==> src/rtl/cskip_result_fifo.sv <==
// cskip_result_fifo: result FIFO behind the 16-bit carry-skip adder.
// Captures {cout, sum} for each valid adder result, presents the head
// entry first-word-fall-through over valid/ready, counts carry-out events
// (saturating at 255) and flags results offered while full (sticky).
// Optional build macro: CSKIP_SAT_EN - store an all-ones sum when cout=1
// (saturating unsigned add); cout and ovf_cnt behave the same either way.
module cskip_result_fifo #(
    parameter int WIDTH = 16,
    parameter int DEPTH = 4,
    localparam int AW   = $clog2(DEPTH)
) (
    input  logic             clk,
    input  logic             rst,
    input  logic             in_valid,
    input  logic [WIDTH-1:0] in_sum,
    input  logic             in_cout,
    output logic             in_ready,
    output logic             out_valid,
    output logic [WIDTH:0]   out_data,
    input  logic             out_ready,
    output logic [AW:0]      count,
    output logic [7:0]       ovf_cnt,
    output logic             drop_err
);

    localparam logic [AW:0] FULL_CNT = (AW+1)'(DEPTH);

    logic [WIDTH:0]  mem [DEPTH];
    logic [AW-1:0]   wr_ptr;
    logic [AW-1:0]   rd_ptr;
    logic            push;
    logic            pop;
    logic [WIDTH:0]  wdata;

    // Handshake flags and head entry come straight from registered state.
    always_comb begin
        in_ready  = (count != FULL_CNT);
        out_valid = (count != '0);
        out_data  = mem[rd_ptr];
        push      = in_valid & in_ready;
        pop       = out_valid & out_ready;
    end

    // Entry to store: raw sum, or all-ones sum on carry-out when saturating.
    always_comb begin
        wdata = {in_cout, in_sum};
`ifdef CSKIP_SAT_EN
        if (in_cout) begin
            wdata = {1'b1, {WIDTH{1'b1}}};
        end
`endif
    end

    // Storage array; written only on an accepted push outside reset.
    always_ff @(posedge clk) begin
        if (!rst && push) begin
            mem[wr_ptr] <= wdata;
        end
    end

    // Pointers wrap naturally since DEPTH is a power of two.
    always_ff @(posedge clk) begin
        if (rst) begin
            wr_ptr <= '0;
            rd_ptr <= '0;
        end else begin
            if (push) begin
                wr_ptr <= wr_ptr + 1'b1;
            end
            if (pop) begin
                rd_ptr <= rd_ptr + 1'b1;
            end
        end
    end

    // Occupancy tracks push minus pop; simultaneous push and pop cancel.
    always_ff @(posedge clk) begin
        if (rst) begin
            count <= '0;
        end else begin
            case ({push, pop})
                2'b10:   count <= count + 1'b1;
                2'b01:   count <= count - 1'b1;
                default: count <= count;
            endcase
        end
    end

    // Carry-out event counter (saturating) and sticky drop flag.
    always_ff @(posedge clk) begin
        if (rst) begin
            ovf_cnt  <= '0;
            drop_err <= 1'b0;
        end else begin
            if (push && in_cout && (ovf_cnt != '1)) begin
                ovf_cnt <= ovf_cnt + 1'b1;
            end
            if (in_valid && !in_ready) begin
                drop_err <= 1'b1;
            end
        end
    end

endmodule

==> config.mk <==
export PLATFORM = sky130hd
export DESIGN_NAME = cskip_result_fifo
export DESIGN_NICKNAME = d
export VERILOG_FILES = /design/src/rtl/cskip_result_fifo.sv
export SDC_FILE = /design/constraint.sdc
export NUM_CORES = 1
export LEC_CHECK = 0
export CORE_ASPECT_RATIO = 1.75
export CORE_MARGIN = 2
export CORE_UTILIZATION = 35
export CTS_BUF_LIST = sky130_fd_sc_hd__clkbuf_16
export CTS_CLUSTER_DIAMETER = 200
export CTS_CLUSTER_SIZE = 8
export DETAILED_ROUTE_END_ITERATION = 10
export HOLD_SLACK_MARGIN = 0.1
export PLACE_DENSITY = 0.67
export SLEW_MARGIN = 20
export SYNTH_ARGS = -nofsm -noshare
export SYNTH_HDL_FRONTEND = slang
export SYNTH_SLANG_ARGS = --single-unit
export TNS_END_PERCENT = 5
==> constraint.sdc <==
create_clock -name clk -period 1.95 [get_ports clk]
set_input_delay 0.195 -clock clk [delete_from_list [all_inputs] [get_ports clk]]
set_output_delay 0.195 -clock clk [all_outputs]
set_load 0.005 [all_outputs]
# After elaboration in Yosys (flattened, before gate mapping)
# Memories as Yosys holds them, arrays and structs flattened. A register that Yosys moved wholly into a read port is not among the register bits.
# Cells that the tools add are included.
# word_totals
ff_bits	16
latchBits	0
ramBits	68
rom_bits	0
input_bits	21
output_inout_bits	31
word_cells	30
mem_count	1
# classes
addsub	5
mul	0
div	0
magnitude_cmp	0
n_eq_ne	4
n_shift	0
mux	5
bitwise	2
reduce_logical	8
# memory_table
name	words	word_bits	rd	rd_ports_with_merged_regs	write_ports	line	rtl
mem	4	17	1	1	1	28	logic [WIDTH:0] mem [DEPTH];
# op_table
operator	n
8-bit by 1-bit adder with 8-bit output, second input constant	1
8-bit inequality test, second input constant	1
3-bit one-hot mux with 2 select lines	1
2-bit by 1-bit adder with 2-bit output, second input constant	2
1-bit logical AND	4
2-bit 2-to-1 mux	2
3-bit by 1-bit adder with 3-bit output, second input constant	1
3-bit inequality test, second input constant	1
3-bit nonzero test	1
3-bit by 1-bit subtractor with 3-bit output, second input constant	1
1-bit bitwise AND	2
2-bit by 1-bit equality test with 1-bit output, second input constant	1
2-bit equality test, second input constant	1
1-bit logical NOT	2
1-bit 2-to-1 mux	2
2-bit nonzero test	1

# Longest topological paths before layout
# depth
word_depth	5
depth_mapped	9
ltp_nobuf	9

# Worst setup path after synthesis
# No wires, ideal clock.
# synth_timing
path_type	register -> register
startpoint	register count[2]
endpoint	register count[2]
setup_time_ps	70
t_arrival_ps	2036
t_required_ps	1880
setup_slack_ps	-156
path_stages_with_launch	10
n_path_buf	0
period_less_slack_ps	2106
path_cell_list	dfxtp_1 > nor3b_2 > inv_2 > nand2_1 > ha_1 > inv_1 > fa_1 > xor2_1 > or3_1 > a21oi_1
# synth_via
elab_chain_len	4
word_cells_on_any_way	10
classes_between	2 x add/sub; 3 x eq/ne; 1 x mux; 2 x bitwise; 2 x reduce/logical
# synth_lines
element	line	rtl
from (decl)	21	output logic [AW:0] count,
from (signal assigned)	82	2'b10: count <= count + 1'b1;
from (signal assigned)	83	2'b01: count <= count - 1'b1;
from (signal assigned)	84	default: count <= count;
3-bit inequality test *	37	in_ready = (count != FULL_CNT);
net in_ready	17	output logic in_ready,
1-bit bitwise AND *	40	push = in_valid & in_ready;
2-bit by 1-bit equality test with 1-bit output or 2-bit equality test (tied branches)	81	case ({push, pop})
3-bit one-hot mux with 2 select lines or 2-bit nonzero test (tied branches)	-	
# Mark *: on every way through the listed nets, which the timed path passes. The rest lies on a longest branch.
# A chain may end at the register's enable or synchronous reset.

# Worst setup path in the final report
# layout_timing
startpoint	register count[1]
endpoint	register count[2]
# layout_via
elab_chain_len	4
word_cells_on_any_way	10
classes_between	2 x add/sub; 3 x eq/ne; 1 x mux; 2 x bitwise; 2 x reduce/logical
# layout_lines
element	line
3-bit inequality test or 3-bit nonzero test (tied branches)	37, 38
1-bit bitwise AND (on tied branches)	40, 41
2-bit by 1-bit equality test with 1-bit output or 2-bit equality test (tied branches)	81
3-bit one-hot mux with 2 select lines or 2-bit nonzero test (tied branches)	-
# Parallel ways exist; a longest one is shown, timed or not.

==> flow_summary.toml <==
[detailed_routing]
route.detailed.drc = 0
wl_mm = 5.95
first_pass_iters = 4
drtAntennaViolNets = 0
via_per_inst = 4.76
via_count = 1871
post_drt_wl_per_cell_um = 15.2
first_iter_violations = 48

[finish]
antenna_cells = 0
n_fill_cell = 839
mostFrequentLayoutCell = "edfxtp_1"
drive_gt1_share_pct = 23.6
multi_input_area_um2 = 917
nets = 294
syn2layout_area_growth_pct = 35.3
final_cell_mix = "edfxtp_1, clkdlybuf4s50_1, mux4_2, dlygate4sd2_1"
ff_latch_area_um2 = 2410
final_core_util_pct = 48.2

[clock_tree]
clkLatencyLatePin_ps = 320
cts_tree = "done"
clk_transition_reported_paths_ps = 60
htreeDepth = 3
cts_buffers = 9
cts_hold_buf = 0
clockBufferDepth = 2
cts_sinks = 86
cts-root-buf = "clkbuf_16"

[sta]
period_minus_slack_ps = 1920
finalSetupViolations = 0
skew_ps = 3.09
period_share_pct = 98.3
fmax_mhz = 522
hold_viol = 0
fin_setup_tns_ps = 0
final_max_slew_viol_count = 0
max_slew.worst_pin.slew_ps = 572
worst_slack_ps = 32.6
rsz0062_at_grt = "yes"
slew_headroom_pct = 61.8

[synthesis]
yosys.area_share.adder_pct = 2.84
muxShareOfSynthArea_pct = 11.7
synth_edf_count = 68
synth_top_family_by_area = "multiplexers"
synthTopCellsByArea = "edfxtp_1, mux4_2, dfxtp_1"
yosysSeqAreaShare_pct = 71.6
synth_warnings = 0
synth_fp_nets = 222
yosysTopAreaCellShare_pct = 60.9
synthSimpleGateAreaFrac_pct = 7.16
ys_types = 36
async_flop_share_pct = 0
synth_cells = 194
synth-xor-area-share_pct = 1.31
syn_area_um2 = 3350
synth_seq_cells = 86
synth_top_area_cell = "edfxtp_1"
synth_flop_cell = "edfxtp_1"
synth_compound_area_share_pct = 3.36
avgSynthCellArea_um2 = 17.3

[placed_design]
dpl_worst_slack_ps = -118
io_buffers = 51
gp_congestion = 0.724
dp.final_hpwl_mm = 3.80

[setup_path]
cp_cell_sequence = "nor3b_4, inv_2, nand2_4, ha_4, inv_1, fa_2, xor2_1, or3_1, a21oi_2"
crit_type = "reg -> reg"
cp.arrival_ps = 2180
slowest_delay_ps = 350
end_kind = "flip-flop"
startpoint_type = "flip-flop"
cpMaxStageDelayCell = "dfxtp_4"
crit_fanout = 3
cp.required_ps = 2210

[global_route]
antenna_found_initial = 0
grt_pass1_wl_mm = 9.43
grt.total_usage_pct = 12.1
grt_start_max_net_pins = 18
grt_pass1_vias = 1915
grt-ovfl-total = 0

[die]
core_area_um2 = 9410
fp.dieW_um = 78.0
ioPinCount = 52
dieArea_um2 = 10400
start_util_pct = 35.6
die_h_um = 133
fp-row-count = 47

[pwr]
power.leakage_nw = 1.53
p_per_area_nw_per_um2 = 1180
peakVddDrop_v = 0.000658

[run]
max-cap-violations = 0

[run_status]
status = "finished clean"

[min_path]
hp-class = "reg -> reg"
## path summary, 6_finish.rpt
path | from | endpoint | slack, ps | depth (start not counted)
worst min-delay path | drop_err | drop_err | 490 | 2
worst max register to register | count[1] | count[2] | 30 | 9
worst max-delay path | count[1] | count[2] | 30 | 9
worst min register to register | drop_err | drop_err | 490 | 2
## metrics by stage
step	hold WS, ps	cells	cell area [µm²]	total power (W)
6_report	494	393	4540	0.00533
5_1_grt	492	393	4540	0.00560
4_1_cts	487	391	4510	0.00540
3_5_place_dp	467	374	4180	0.00363
3_3_place_gp	456	374	4180	0.00361
2_1_floorplan	294	194	3380	0.00294
## cell type report
cell class / count / area share, %
clock buffers: 9 / 4.97
flip-flops and latches: 86 / 53.2
inverters: 7 / 0.579
multi-input cells: 93 / 20.2
well taps: 122 / 3.37
repair buffers: 69 / 15.7
clock inverters: 7 / 1.99
## cells in the mapped netlist, types with 2 or more instances
library cell / number
buf_2: 2
nor2_1: 14
edfxtp_1: 68
nand3_1: 4
clkbuf_1: 3
inv_1: 6
and2_1: 4
o21ai_0: 3
ha_1: 6
or4_1: 2
xor2_1: 3
nand2_1: 7
dfxtp_1: 18
o31ai_1: 3
mux4_2: 17
xnor2_1: 2
buf_1: 2
or3_2: 3
a21oi_1: 10
## sequential cells by signal, summed over array words and instances (netlist names), named ones only
signal / cells
ovf_cnt: 8
wr_ptr: 2
drop_err: 1
mem: 68
count: 3
rd_ptr: 2
## per-layer routing
metal	part of all wire, %	global-route usage [%]	vias up
met4	1.4	5.26	0
li1	-	-	902
met3	4.9	4.20	7
met1	39	13.1	912
met5	0	0	-
met2	55	21.3	50
## critical path: cells and delay by family (launching register included)
kind	cells	cell delay [ps]
fa+ha+maj	2	460
buf+inv	2	120
flops	1	350
simple gates	3	650
compound gates	1	110
xor+xnor	1	160
## power breakdown
group / total (W) / internal (W) / switching (W)
combinational: 0.00135 / 0.000819 / 0.000527
sequential: 0.00223 / 0.00214 / 0.0000818
clock: 0.00176 / 0.00111 / 0.000645
total: 0.00533 / 0.00408 / 0.00125
## kinds of logic (layout without fill, tap and decap cells)
family,count (synthesis),in the layout
simple gates,44,44
xor+xnor,5,5
buf+inv,15,92
compound gates,19,19
mux,18,18
flops,86,86
fa+ha+maj,7,7
## repair_timing
action	4_1_cts	5_1_grt
pin swaps	0	2
setup buffers	0	2
cloned	1	0
resized for setup	20	5
setup endpoints to repair	18	1
No activity file was read; power rests on OpenSTA's default activity.
